File: config.mk
export PLATFORM = sky130hd
export DESIGN_NAME = rgb_led_pwm
export DESIGN_NICKNAME = d
export VERILOG_FILES = /design/src/rtl/rgb_led_pwm.sv
export SDC_FILE = /design/constraint.sdc
export NUM_CORES = 1
export LEC_CHECK = 0
export CAP_MARGIN = 40
export CELL_PAD_IN_SITES_DETAIL_PLACEMENT = 1
export CELL_PAD_IN_SITES_GLOBAL_PLACEMENT = 2
export CORE_MARGIN = 4
export CORE_UTILIZATION = 45
export CTS_BUF_LIST = sky130_fd_sc_hd__clkbuf_2 sky130_fd_sc_hd__clkbuf_4 sky130_fd_sc_hd__clkbuf_8
export DETAILED_ROUTE_END_ITERATION = 8
export PLACE_DENSITY_LB_ADDON = 0.05
export SYNTH_ARGS = -nofsm -noshare
export SYNTH_HDL_FRONTEND = slang
export SYNTH_SLANG_ARGS = --single-unit
File: constraint.sdc
create_clock -name clk -period 8.98 [get_ports clk]
set_input_delay 1.796 -clock clk [delete_from_list [all_inputs] [get_ports clk]]
set_output_delay 1.796 -clock clk [all_outputs]
set_load 0.02 [all_outputs]
File: src/rtl/rgb_led_pwm.sv
// rgb_led_pwm
// Drives NUM_LEDS RGB LEDs (3*NUM_LEDS channels) from the SoC LED register.
// Legacy mode maps a 2-bit colour code per LED straight onto the R/G/B pins.
// PWM mode gives every channel a DUTY_W-bit duty cycle. Duties are written
// into a pending bank and copied to the active bank only when the PWM counter
// wraps, so a duty change never produces a partial period.
//
// Ports:
//   clk          system clock
//   reset        asynchronous, active-high reset
//   pwm_mode     0 = legacy code mapping, 1 = PWM duty mode
//   code         legacy colour code, 2 bits per LED
//   wr_valid     duty write strobe
//   wr_addr      channel index = colour*NUM_LEDS + led (0=R, 1=G, 2=B)
//   wr_data      duty value
//   wr_err       sticky flag, set by a write to a nonexistent channel
//   period_start one-cycle pulse in the cycle after the PWM counter wraps
//   led          channel outputs: [i]=R, [NUM_LEDS+i]=G, [2*NUM_LEDS+i]=B
module rgb_led_pwm #(
  parameter int NUM_LEDS = 4,
  parameter int DUTY_W   = 8,
  parameter int PRESCALE = 1
) (
  input  logic                          clk,
  input  logic                          reset,
  input  logic                          pwm_mode,
  input  logic [2*NUM_LEDS-1:0]         code,
  input  logic                          wr_valid,
  input  logic [$clog2(3*NUM_LEDS)-1:0] wr_addr,
  input  logic [DUTY_W-1:0]             wr_data,
  output logic                          wr_err,
  output logic                          period_start,
  output logic [3*NUM_LEDS-1:0]         led
);

  localparam int NUM_CH = 3 * NUM_LEDS;
  localparam int AW     = $clog2(NUM_CH);
  localparam int PS_W   = (PRESCALE > 1) ? $clog2(PRESCALE) : 1;

  localparam logic [PS_W-1:0]   PS_LAST  = PS_W'(PRESCALE - 1);
  localparam logic [DUTY_W-1:0] DUTY_MAX = '1;
  localparam logic [AW:0]       NUM_CH_L = (AW + 1)'(NUM_CH);

  logic [PS_W-1:0]     prescaler_q, prescaler_d;
  logic [DUTY_W-1:0]   pwm_cnt_q, pwm_cnt_d;
  logic                period_start_q, period_start_d;
  logic                wr_err_q, wr_err_d;
  logic [NUM_CH-1:0]   led_q, led_d;
  logic [DUTY_W-1:0]   pending_q [NUM_CH];
  logic [DUTY_W-1:0]   pending_d [NUM_CH];
  logic [DUTY_W-1:0]   active_q  [NUM_CH];
  logic [DUTY_W-1:0]   active_d  [NUM_CH];

  logic tick;
  logic boundary;
  logic wr_addr_ok;

  always_comb begin
    tick       = (prescaler_q == PS_LAST);
    // The tick that moves the counter from all-ones back to zero ends a period.
    boundary   = tick && (pwm_cnt_q == DUTY_MAX);
    wr_addr_ok = ({1'b0, wr_addr} < NUM_CH_L);

    prescaler_d    = tick ? '0 : prescaler_q + 1'b1;
    pwm_cnt_d      = tick ? pwm_cnt_q + 1'b1 : pwm_cnt_q;
    period_start_d = boundary;
    wr_err_d       = wr_err_q | (wr_valid & ~wr_addr_ok);

    pending_d = pending_q;
    active_d  = active_q;
    // The shadow copy reads the pending bank as it was before this cycle's
    // write, so a write on the boundary cycle waits one more period.
    if (boundary) begin
      active_d = pending_q;
    end
    if (wr_valid && wr_addr_ok) begin
      pending_d[wr_addr] = wr_data;
    end

    led_d = '0;
    if (pwm_mode) begin
      // All-ones duty means fully on; a plain compare would leave one tick dark.
      for (int ch = 0; ch < NUM_CH; ch++) begin
        led_d[ch] = (active_q[ch] == DUTY_MAX) | (pwm_cnt_q < active_q[ch]);
      end
    end else begin
      for (int i = 0; i < NUM_LEDS; i++) begin
        led_d[i]              = code[2*i];
        led_d[NUM_LEDS + i]   = code[2*i + 1];
        led_d[2*NUM_LEDS + i] = code[2*i] & code[2*i + 1];
      end
    end
  end

  always_ff @(posedge clk or posedge reset) begin
    if (reset) begin
      prescaler_q    <= '0;
      pwm_cnt_q      <= '0;
      period_start_q <= 1'b0;
      wr_err_q       <= 1'b0;
      led_q          <= '0;
      for (int ch = 0; ch < NUM_CH; ch++) begin
        pending_q[ch] <= '0;
        active_q[ch]  <= '0;
      end
    end else begin
      prescaler_q    <= prescaler_d;
      pwm_cnt_q      <= pwm_cnt_d;
      period_start_q <= period_start_d;
      wr_err_q       <= wr_err_d;
      led_q          <= led_d;
      pending_q      <= pending_d;
      active_q       <= active_d;
    end
  end

  assign wr_err       = wr_err_q;
  assign period_start = period_start_q;
  assign led          = led_q;

endmodule

---- After elaboration in Yosys (flattened, before gate mapping) ----
Index checks and enable logic that the tools add are counted.
storage, ports and cells
  bits in latches ......................... 0
  flip-flop bits (word level) ............. 215
  output and inout port bits .............. 14
  word-level logic and storage cells ...... 88
  memories kept ........................... 0
  bits in read-only memories .............. 0
  memory bits (writable) .................. 0
  bits of input ports ..................... 24
operators by class
  muxes and demuxes ....................... 5
  eq/ne operators ......................... 13
  add/subtract/negate cells ............... 2
  div/mod/pow operators ................... 0
  bitwise operators ....................... 21
  multiply operators ...................... 0
  $lt $le $gt $ge ......................... 15
  reductions and logical operators ........ 3
  shifts and indexed selects .............. 0
operators with widths
  kind                                                                           number
  8-bit equality test (second input constant)                                    13
  96-bit bitwise mux                                                             1
  8-bit less-than comparator                                                     12
  8-bit demux with 4-bit select                                                  1
  1-bit bitwise OR                                                               13
  12-bit 2-to-1 mux                                                              1
  8-bit by 1-bit adder with 8-bit output (second input constant)                 1
  8-bit 2-to-1 mux                                                               1
  1-bit bitwise AND                                                              5
  5-bit >= comparator (second input constant)                                    1
  5-bit by 1-bit less-than comparator with 1-bit output (second input constant)  1
  4-bit NOT with 5-bit output                                                    1
  4-bit less-than comparator (second input constant)                             1
  1-bit logical AND                                                              3
  1-bit NOT                                                                      2
  1-bit adder (second input constant)                                            1
  1-bit 2-to-1 mux                                                               1

---- Logic depth before layout (Yosys ltp) ----
Gate-level depths: netlist (run 1).
  depth after elaboration ................. 6
  gate-level depth with buffers ........... 8
  gate-level depth less buffers ........... 6

---- Worst setup path after synthesis (run 1) ----
OpenSTA, ideal clock, no wires.
  path type ............................... input port to flip-flop
  start point ............................. input port wr_addr[3]
  end point ............................... register pending_q[71] (netlist bit)
  stages .................................. 4
  data required time ...................... 8855 ps
  buffers on the path ..................... 1
  slack ................................... 6075 ps
  setup time .............................. 125 ps
  arrival ................................. 2780 ps
  cell sequence ........................... nor3b_1 > nor2b_1 > buf_2 > mux2_2
between the ends
  word-level cells in the longest chain between the ends .. 6
  elaborated cells on any way between the ends .. 9
  classes of those cells .................. 3 x order compare; 3 x mux; 1 x bitwise; 2 x reduce/logical
ends and longest elaborated chain
  item                                                                                                                line  text
  from (decl)                                                                                                         29    input logic [$clog2(3*NUM_LEDS)-1:0] wr_addr,
  4-bit NOT with 5-bit output (implied by the code)                                                                   77    pending_d[wr_addr] = wr_data;
  5-bit >= comparator (implied by the code) or 5-bit by 1-bit less-than comparator with 1-bit output (tied branches)  77
  1-bit logical AND (implied by the code)                                                                             77
  8-bit 2-to-1 mux (implied by the code)                                                                              77
  8-bit demux with 4-bit select                                                                                       77
  96-bit bitwise mux                                                                                                  77
  to (signal assigned)                                                                                                112   pending_q <= pending_d;
  to (decl)                                                                                                           49    logic [DUTY_W-1:0] pending_q [NUM_CH];
Parallel ways exist; a longest one is shown, timed or not.
A chain may end at the register's enable or synchronous reset.

---- Final worst setup path (run 1) ----
  start point ............................. input port wr_valid
  end point ............................... register pending_q[65] (netlist bit)
between the ends
  word-level cells in the longest chain between the ends .. 1
ends and longest elaborated chain
  item               line  text
  from (decl)        28    input logic wr_valid,
  1-bit logical AND  76    if (wr_valid && wr_addr_ok) begin
No other way between the ends.

==> impl_metrics.csv, run 1 <==
group,metric,value,unit
power_and_ir_drop,power,2.31,mW
logic_synthesis,synth_xor_area_share,0.505,%
power_and_ir_drop,seqPwrFrac,48.6,%
timing,finalSetupTns,0,ns
clock_tree,cts_tree,"yes",
layout,fin_cells,1195,
layout,fin_nets,994,
clock_tree,cts_setup_buffers,0,
floorplanning,num_rows,55,
power_and_ir_drop,p_clk_share,43.7,%
logic_synthesis,ys_types,46,
placed_design,post_dp_cell_area,0.0113,mm²
timing,tightest_slew,0.859,ns
power_and_ir_drop,leakage,5.49,nW
drt,drc,0,
power_and_ir_drop,power.net_switching,529,µW
power_and_ir_drop,intPower,1.78,mW
drt,drt_first_pass_iters,4,
clock_tree,cts_resized,0,
global_routing,grt_pass1_wl,43200,µm
clock_tree,cts-buffers-inserted,38,
placed_design,dp_hpwl,18500,µm
logic_synthesis,synth_compound_area_share,5.28,%
critical_path,regToRegSetupSlack,5.95,ns
logic_synthesis,synthCells,813,
logic_synthesis,synth_simple_gate_area_share,6.80,%
critical_path,cp-end-kind,"register",
global_routing,antenna_found_initial,2,
timing,period_share,41.1,%
clock_tree,hold_buffers,0,
layout,layout_common_cells,"dfrtp_1, mux2_2, inv_1, ha_1, clkbuf_8",
timing,fin_crit,3.69,ns
clock_tree,cts.path.max_buffers,3,
logic_synthesis,async_flop_share,100,%
drt,via_count,6702,
drt,dr.max_layer_used,"met4",
clock_tree,clk_latency,0.53,ns
critical_path,crit_path_start,"wr_valid",
logic_synthesis,synth_area_per_cell,12.8,µm²
floorplanning,pin_count,38,
job,drv_cap,0,
logic_synthesis,synth_edf_count,0,
power_and_ir_drop,power_frac_comb,7.7,%
critical_path,cp.arrival,4.09,ns
run_status,outcome,"finished clean",
timing,slew_violations,0,
min_path,hold_class,"register to register",
timing,rsz0062_at_grt,"no",
logic_synthesis,ys_warn_count,0,
floorplanning,start_util,45.8,%
power_and_ir_drop,p_per_area,190,mW/mm²
clock_tree,cts_root_buf,"clkbuf_8",
floorplanning,fp.coreArea,0.0227,mm²
placed_design,gp_congestion,0.784,
logic_synthesis,synth_area,0.0104,mm²
global_routing,grt_overflow_total,0,
timing,setup_violations,0,
layout,area_growth,16.8,%
layout,diodes,0,
timing,final.setup.worst_slack,5.29,ns
timing,fmax,0.271,GHz
logic_synthesis,synth_top_flop_cell,"dfrtp_1",
critical_path,crit_type,"input pin to register",
drt,wl,27200,µm
placed_design,port_buffers,37,
critical_path,cp_max_fo,8,
drt,met1_length,12000,µm
floorplanning,die_y,160,µm
timing,slew_headroom,42.6,%
placed_design,dp.cells,1130,
timing,hold_violations,0,
global_routing,grt_pass1_vias,7587,
critical_path,start_kind,"input pin",
min_path,hp-start,"wr_err$_DFF_PP0_",
clock_tree,path_clk_slew,0.06,ns
placed_design,dp_slack,4.73,ns
floorplanning,dieArea,0.0256,mm²
logic_synthesis,synth.area.mux_share,20.8,%
layout,drive_gt1_share,28.7,%
critical_path,crit_required,9.38,ns
drt,wl_met2,13500,µm
logic_synthesis,synth_top_family_by_area,"multiplexers",
drt,viasPerCell,5.61,
global_routing,grt_usage,21.7,%
logic_synthesis,synth_adder_area_share,10.2,%
drt,routed-wl-met3,1090,µm
drt,drt_first_iter_violations,239,
clock_tree,cts-htree-levels,2,
logic_synthesis,ys_seq_area_share,51.4,%
drt,postRouteAntennaNets,0,
logic_synthesis,syn_nets,922,
logic_synthesis,ys_ff_latch,214,
timing,finClkSkew,0.0174,ns
clock_tree,clock-sinks,214,
layout,final_common_cell,"dfrtp_1",
power_and_ir_drop,p_sw_share,22.9,%
power_and_ir_drop,peakVddDrop,0.000162,V
floorplanning,die_x,160,µm
drt,wl_per_cell,22.7,µm
global_routing,grt_max_degree,99,
layout,final_area,0.0122,mm²
critical_path,worstReg2RegStart,"pwm_cnt_q[1]$_DFF_PP0_",
## power groups by stage
stage | Sequential, mW | Clock [mW] | Combinational (mW)
after floorplan | 1.12 | 0 | 0.117
after global placement | 1.13 | 0 | 0.163
after detailed placement | 1.14 | 0 | 0.182
after CTS | 1.12 | 1.04 | 0.183
after global routing | 1.14 | 1.08 | 0.197
final | 1.12 | 1.01 | 0.179
## state kept, by name, summed over array words and instances, names as in the netlist
| signal | cells |
|---|---|
| active_q | 96 |
| pending_q | 96 |
| led | 12 |
| pwm_cnt_q | 8 |
| period_start | 1 |
| wr_err | 1 |
## path summary, 6_finish.rpt
path / endpoint / cells after the start
min: wr_err$_DFF_PP0_ / 1
max reg2reg: active_q[56]$_DFFE_PP0P_ / 8
max: pending_q[65]$_DFFE_PP0P_ / 4
min reg2reg: wr_err$_DFF_PP0_ / 1
min in group asynchronous: led[3]$_DFF_PP0_ / 2
max in group asynchronous: pending_q[77]$_DFFE_PP0P_ / 5
## cell type report
cell class | instances | area, µm²
Fill cell | 2255 | 10600
Timing Repair Buffer | 59 | 704
Clock inverter | 7 | 110
Clock buffer | 58 | 748
Sequential cell | 214 | 5360
Multi-Input combinational cell | 483 | 4540
Tap cell | 285 | 357
Inverter | 89 | 342
## synthesized netlist by cell type (8+ instances only)
cell type  instances  area, µm²
dfrtp_1          214       5360
mux2_2           163       1840
inv_1             88        330
ha_1              85       1060
nand4_1           33        206
mux2_1            29        327
a21oi_1           19       95.1
o21ai_0           14       70.1
nand2b_1          13       81.3
a21o_1            11       82.6
clkbuf_1          11       41.3
nor3_1            11       55.1
o21a_1            10       75.1
nor2_1             9       33.8
nand2_1            8       30.0
## cells by family (layout without fill, tap and decap cells)
logic type	count (synthesis)	count (layout)
compound gates	81	81
fa+ha+maj	85	85
simple gates	119	119
buf+inv	116	213
flops	214	214
mux	192	192
xor+xnor	6	6
## metal layers
| metal | GRT usage, % | vias to the layer above |
|---|---|---|
| met5 | 0 | - |
| met4 | 5.40 | 0 |
| met3 | 4.23 | 46 |
| met2 | 37.3 | 109 |
| met1 | 28.5 | 3493 |
| li1 | - | 3054 |
## worst max-delay path, stage by stage
cell and delay, ns:
clkdlybuf4s50_1 0.52, nor3b_1 0.72, nor2b_1 0.63, mux2_2 0.42
## per-stage QoR
| stage | util [%] | hold slack (ns) |
|---|---|---|
| after floorplan | - | 0.459 |
| after global placement | 48.6 | 0.458 |
| after detailed placement | 49.8 | 0.463 |
| after CTS | 53.5 | 0.480 |
| after global routing | 53.5 | 0.502 |
| final | 53.5 | 0.483 |
(Power assumes the default switching activity.)
==> run 2, diff against run 1 <==
- CORE_UTILIZATION: 45 -> 41
- clock period: 8.98 -> 3.3 ns (I/O delays scaled with it)
==> impl_metrics.csv, run 2 (synthesized netlist as in run 1, its figures left out) <==
group,metric,value,unit
run_status,outcome,"finished clean",
global_routing,grt_usage,20.0,%
placed_design,dp_hpwl,18800,µm
placed_design,dp_slack,0.723,ns
clock_tree,cts_setup_buffers,0,
min_path,hold_class,"register to register",
clock_tree,clock-sinks,214,
layout,final_util,48.4,%
floorplanning,fp.coreArea,0.0251,mm²
drt,wl_met2,13400,µm
timing,rsz0062_at_grt,"no",
critical_path,regToRegSetupSlack,0.97,ns
floorplanning,start_util,41.5,%
global_routing,antenna_found_initial,0,
critical_path,cp_slowest_cell,"dfrtp_1",
timing,slew_violations,0,
critical_path,cp_top_family,"simple AND/OR/NAND/NOR gates",
clock_tree,cts-buffers-inserted,40,
layout,fin_cells,1244,
floorplanning,pin_count,38,
layout,fin_nets,997,
drt,drt_first_pass_iters,4,
drt,wl,27500,µm
global_routing,grt_overflow_total,0,
power_and_ir_drop,peakVddDrop,0.000303,V
floorplanning,die_x,167,µm
floorplanning,die_y,167,µm
timing,fin_crit,2.33,ns
layout,drive_gt1_share,29.0,%
placed_design,dp.cells,1176,
timing,fmax,0.429,GHz
placed_design,gp_congestion,0.746,
critical_path,cp_slowest_stage_delay,0.68,ns
layout,area_growth,16.6,%
global_routing,grt_max_degree,58,
placed_design,post_dp_cell_area,0.0113,mm²
clock_tree,clk_latency,0.52,ns
critical_path,path_buf_inv,1,
timing,hold_violations,0,
timing,fin_hold_ws,0.475,ns
clock_tree,cts-htree-levels,2,
timing,setup_violations,0,
job,drv_cap,0,
drt,met1_length,12400,µm
drt,wl_per_cell,22.1,µm
layout,fillCellCount,2620,
clock_tree,cts_resized,0,
timing,tightest_slew,0.867,ns
critical_path,start_kind,"register",
critical_path,rr_endpoint,"active_q[66]$_DFFE_PP0P_",
clock_tree,path_clk_slew,0.06,ns
global_routing,grt_pass1_wl,43400,µm
power_and_ir_drop,seqPwrFrac,49.0,%
layout,diodes,0,
clock_tree,cts_tree,"yes",
clock_tree,cts_root_buf,"clkbuf_8",
critical_path,path_depth,5,
drt,postRouteAntennaNets,0,
power_and_ir_drop,power.net_switching,1.43,mW
layout,final_common_cell,"dfrtp_1",
power_and_ir_drop,power,6.23,mW
timing,final.setup.worst_slack,0.969,ns
power_and_ir_drop,power_frac_comb,7.7,%
drt,drt_first_iter_violations,232,
drt,drc,0,
global_routing,grt_pass1_vias,7521,
critical_path,cp-end-kind,"register",
layout,multi_input_area,0.00454,mm²
power_and_ir_drop,intPower,4.80,mW
clock_tree,hold_buffers,0,
power_and_ir_drop,p_per_area,513,mW/mm²
placed_design,port_buffers,37,
timing,finClkSkew,0.0103,ns
critical_path,worstReg2RegStart,"pwm_cnt_q[3]$_DFF_PP0_",
critical_path,timing.critical_path.cells,"nand3_2, nor2_2, and3_4, buf_12, mux2_2",
power_and_ir_drop,p_sw_share,23.0,%
power_and_ir_drop,p_clk_share,43.3,%
critical_path,cp_max_fo,36,
critical_path,cp.arrival,2.73,ns
drt,routed-wl-met3,847,µm
layout,seqCellArea,0.00536,mm²
power_and_ir_drop,leakage,5.46,nW
drt,dr.max_layer_used,"met4",
layout,final_area,0.0121,mm²
critical_path,crit_type,"register to register",
critical_path,crit_required,3.70,ns
drt,via_count,6670,
clock_tree,cts.path.max_buffers,3,
critical_path,crit_path_start,"pwm_cnt_q[3]$_DFF_PP0_",
critical_path,rr_worst_depth,5,
timing,finalSetupTns,0,ns
drt,viasPerCell,5.36,
critical_path,worstSetupEndpoint,"active_q[66]$_DFFE_PP0P_",
timing,slew_headroom,42.0,%
timing,period_share,70.6,%
layout,layout_common_cells,"dfrtp_1, mux2_2, inv_1, ha_1, clkbuf_8",
floorplanning,dieArea,0.0280,mm²
floorplanning,num_rows,58,
-- run 2: how the worst min path moves through the flow --
stage | from | end | slack (ns) | cells past startpoint
finish | wr_err$_DFF_PP0_ | wr_err$_DFF_PP0_ | 0.48 | 1
global route | wr_err$_DFF_PP0_ | wr_err$_DFF_PP0_ | 0.50 | 1
CTS | wr_err$_DFF_PP0_ | wr_err$_DFF_PP0_ | 0.48 | 1
detailed placement | wr_err$_DFF_PP0_ | wr_err$_DFF_PP0_ | 0.45 | 1
global placement | wr_err$_DFF_PP0_ | wr_err$_DFF_PP0_ | 0.46 | 1
floorplan | pending_q[24]$_DFFE_PP0P_ | active_q[24]$_DFFE_PP0P_ | 0.46 | 1
-- run 2: final cells by class --
class | instances | share of cell area (%)
flip-flops and latches | 214 | 44.1
multi-input cells | 483 | 37.4
clock buffers | 63 | 6.32
repair buffers | 60 | 5.34
well taps | 330 | 3.40
inverters | 89 | 2.78
clock inverters | 5 | 0.649
-- run 2: layer usage --
layer,GRT usage [%],up-vias
li1,-,3059
met1,26.2,3443
met2,33.8,110
met3,3.28,58
met4,6.92,0
met5,0,-
-- run 2: worst reg2reg max path, delay by kind of cell, from the launching register on --
| family | cells | cell delay (ns) |
|---|---|---|
| buffers and inverters | 1 | 0.31 |
| AND/OR/NAND/NOR | 3 | 0.84 |
| multiplexers | 1 | 0.39 |
| flip-flops | 1 | 0.68 |
-- run 2: power groups by stage --
stage | sequential, mW | combinational (mW) | clock, mW
4_1_cts | 3.05 | 0.494 | 2.79
6_report | 3.05 | 0.481 | 2.70
2_1_floorplan | 3.05 | 0.318 | 0
5_1_grt | 3.09 | 0.530 | 2.92
3_5_place_dp | 3.10 | 0.492 | 0
3_3_place_gp | 3.07 | 0.458 | 0
==> run 3, diff against run 2 <==
- CORE_UTILIZATION: 41 -> 45
- clock period: 3.3 -> 2.4 ns (I/O delays scaled with it)
==> impl_metrics.csv, run 3 (synthesized netlist as in run 1, its figures left out) <==
group,metric,value,unit
layout,area_growth,16.6,%
clock_tree,cts_root_buf,"clkbuf_8",
floorplanning,fp.coreArea,0.0227,mm²
timing,fin_crit,2.07,ns
critical_path,cp_slowest_stage_delay,0.49,ns
placed_design,gp_congestion,0.781,
clock_tree,cts_tree,"yes",
timing,tightest_slew,0.596,ns
critical_path,timing.critical_path.cells,"buf_4, buf_4, ha_1, or4_1, a21oi_1, o31a_1, o22a_1",
critical_path,path_common_cell,"buf_4",
clock_tree,path_clk_slew,0.06,ns
clock_tree,cts-buffers-inserted,37,
global_routing,grtUsageMet3,3.17,%
layout,final_util,53.4,%
drt,postRouteAntennaNets,0,
timing,hold_violations,0,
floorplanning,num_rows,55,
timing,finClkSkew,0.0158,ns
critical_path,path_buf_inv,2,
clock_tree,cts.path.max_buffers,3,
timing,fmax,0.483,GHz
timing,slew_violations,0,
placed_design,dp_hpwl,18100,µm
critical_path,cp-end-kind,"register",
placed_design,port_buffers,37,
placed_design,post_dp_cell_area,0.0113,mm²
global_routing,grt_pass1_wl,42300,µm
critical_path,cp_top_family,"flip-flops",
timing,period_share,86.2,%
placed_design,dp.cells,1145,
timing,rsz0062_at_grt,"no",
power_and_ir_drop,p_per_area,691,mW/mm²
timing,final.setup.worst_slack,0.331,ns
critical_path,crit_required,2.85,ns
timing,setup_violations,0,
clock_tree,cts_setup_buffers,0,
layout,fin_nets,1008,
layout,final_common_cell,"dfrtp_1",
clock_tree,hold_buffers,0,
drt,viasPerCell,5.48,
layout,fin_cells,1212,
drt,drt_first_pass_iters,4,
global_routing,grt_usage,21.2,%
global_routing,gr-usage-met1,27.0,%
power_and_ir_drop,peakVddDrop,0.000417,V
floorplanning,die_x,160,µm
critical_path,cp.arrival,2.52,ns
critical_path,cp_max_fo,7,
drt,wl_per_cell,21.9,µm
layout,final_area,0.0121,mm²
floorplanning,pin_count,38,
min_path,hold_class,"input pin to asynchronous set/reset pin",
clock_tree,cts-htree-levels,2,
job,drv_cap,0,
global_routing,grt_pass1_vias,7446,
floorplanning,start_util,45.8,%
clock_tree,cts_resized,0,
layout,layout_common_cells,"dfrtp_1, mux2_2, inv_1, ha_1, clkbuf_8",
critical_path,start_kind,"register",
global_routing,grt_overflow_total,0,
floorplanning,dieArea,0.0256,mm²
layout,diodes,0,
floorplanning,die_y,160,µm
clock_tree,clock-sinks,214,
global_routing,antenna_found_initial,0,
critical_path,crit_type,"register to register",
timing,slew_headroom,60.3,%
power_and_ir_drop,power,8.38,mW
drt,drc,0,
global_routing,grt-busiest-layer,"met2",
run_status,outcome,"finished clean",
critical_path,cp_slowest_cell,"dfrtp_1",
global_routing,use_met2,37.4,%
drt,wl,26600,µm
global_routing,grt_max_degree,70,
drt,drt_first_iter_violations,187,
clock_tree,clk_latency,0.52,ns
placed_design,dp_slack,0.0350,ns
power_and_ir_drop,leakage,5.51,nW
drt,via_count,6640,
layout,drive_gt1_share,30.0,%
-- run 3: cell types whose count changed in the layout (fill, tap and decap cells not counted) --
cell	change
buf_4	+18
clkbuf_8	+3
buf_8	-3
buf_12	+1
clkbuf_4	-2
buf_6	-2
clkinv_4	-1
clkinvlp_4	+1
bufinv_16	-2
-- run 3: through the flow --
stage          setup TNS (ns)  hold slack [ns]
2_1_floorplan         -184.93            0.459
3_3_place_gp                0            0.462
3_5_place_dp                0            0.460
4_1_cts                     0            0.312
5_1_grt                     0            0.331
6_report                    0            0.329
-- run 3: worst paths after layout --
kind	cells past startpoint	slack, ns	from	to
worst max-delay path	7	0.33	pwm_cnt_q[2]$_DFF_PP0_	led[4]$_DFF_PP0_
worst min-delay path	2	0.33	reset	pending_q[65]$_DFFE_PP0P_
worst max register to register	7	0.33	pwm_cnt_q[2]$_DFF_PP0_	led[4]$_DFF_PP0_
worst min register to register	1	0.48	wr_err$_DFF_PP0_	wr_err$_DFF_PP0_
max in group asynchronous	3	1.38	reset	pending_q[6]$_DFFE_PP0P_
min in group clk	1	0.48	wr_err$_DFF_PP0_	wr_err$_DFF_PP0_
-- run 3: cell type report --
| type | instances | area (µm²) |
|---|---|---|
| clock buffer | 64 | 793 |
| clock inverter | 3 | 17.5 |
| fill | 2279 | 10600 |
| inverter | 89 | 338 |
| multi-input combinational | 483 | 4540 |
| sequential | 214 | 5360 |
| tap | 285 | 357 |
| timing repair buffer | 74 | 736 |
-- run 3: layer usage --
| metal | up-vias | part of all wire, % |
|---|---|---|
| li1 | 3069 | - |
| met3 | 49 | 2.6 |
| met4 | 0 | 2.5 |
| met1 | 3431 | 44 |
| met2 | 91 | 51 |
| met5 | - | 0 |
-- run 3: where the power goes --
part	internal [mW]	total, mW	leakage, nW	switching, mW
sequential	4.00	4.20	2.79	0.199
combinational	0.372	0.665	2.28	0.293
clock	2.07	3.52	0.432	1.45
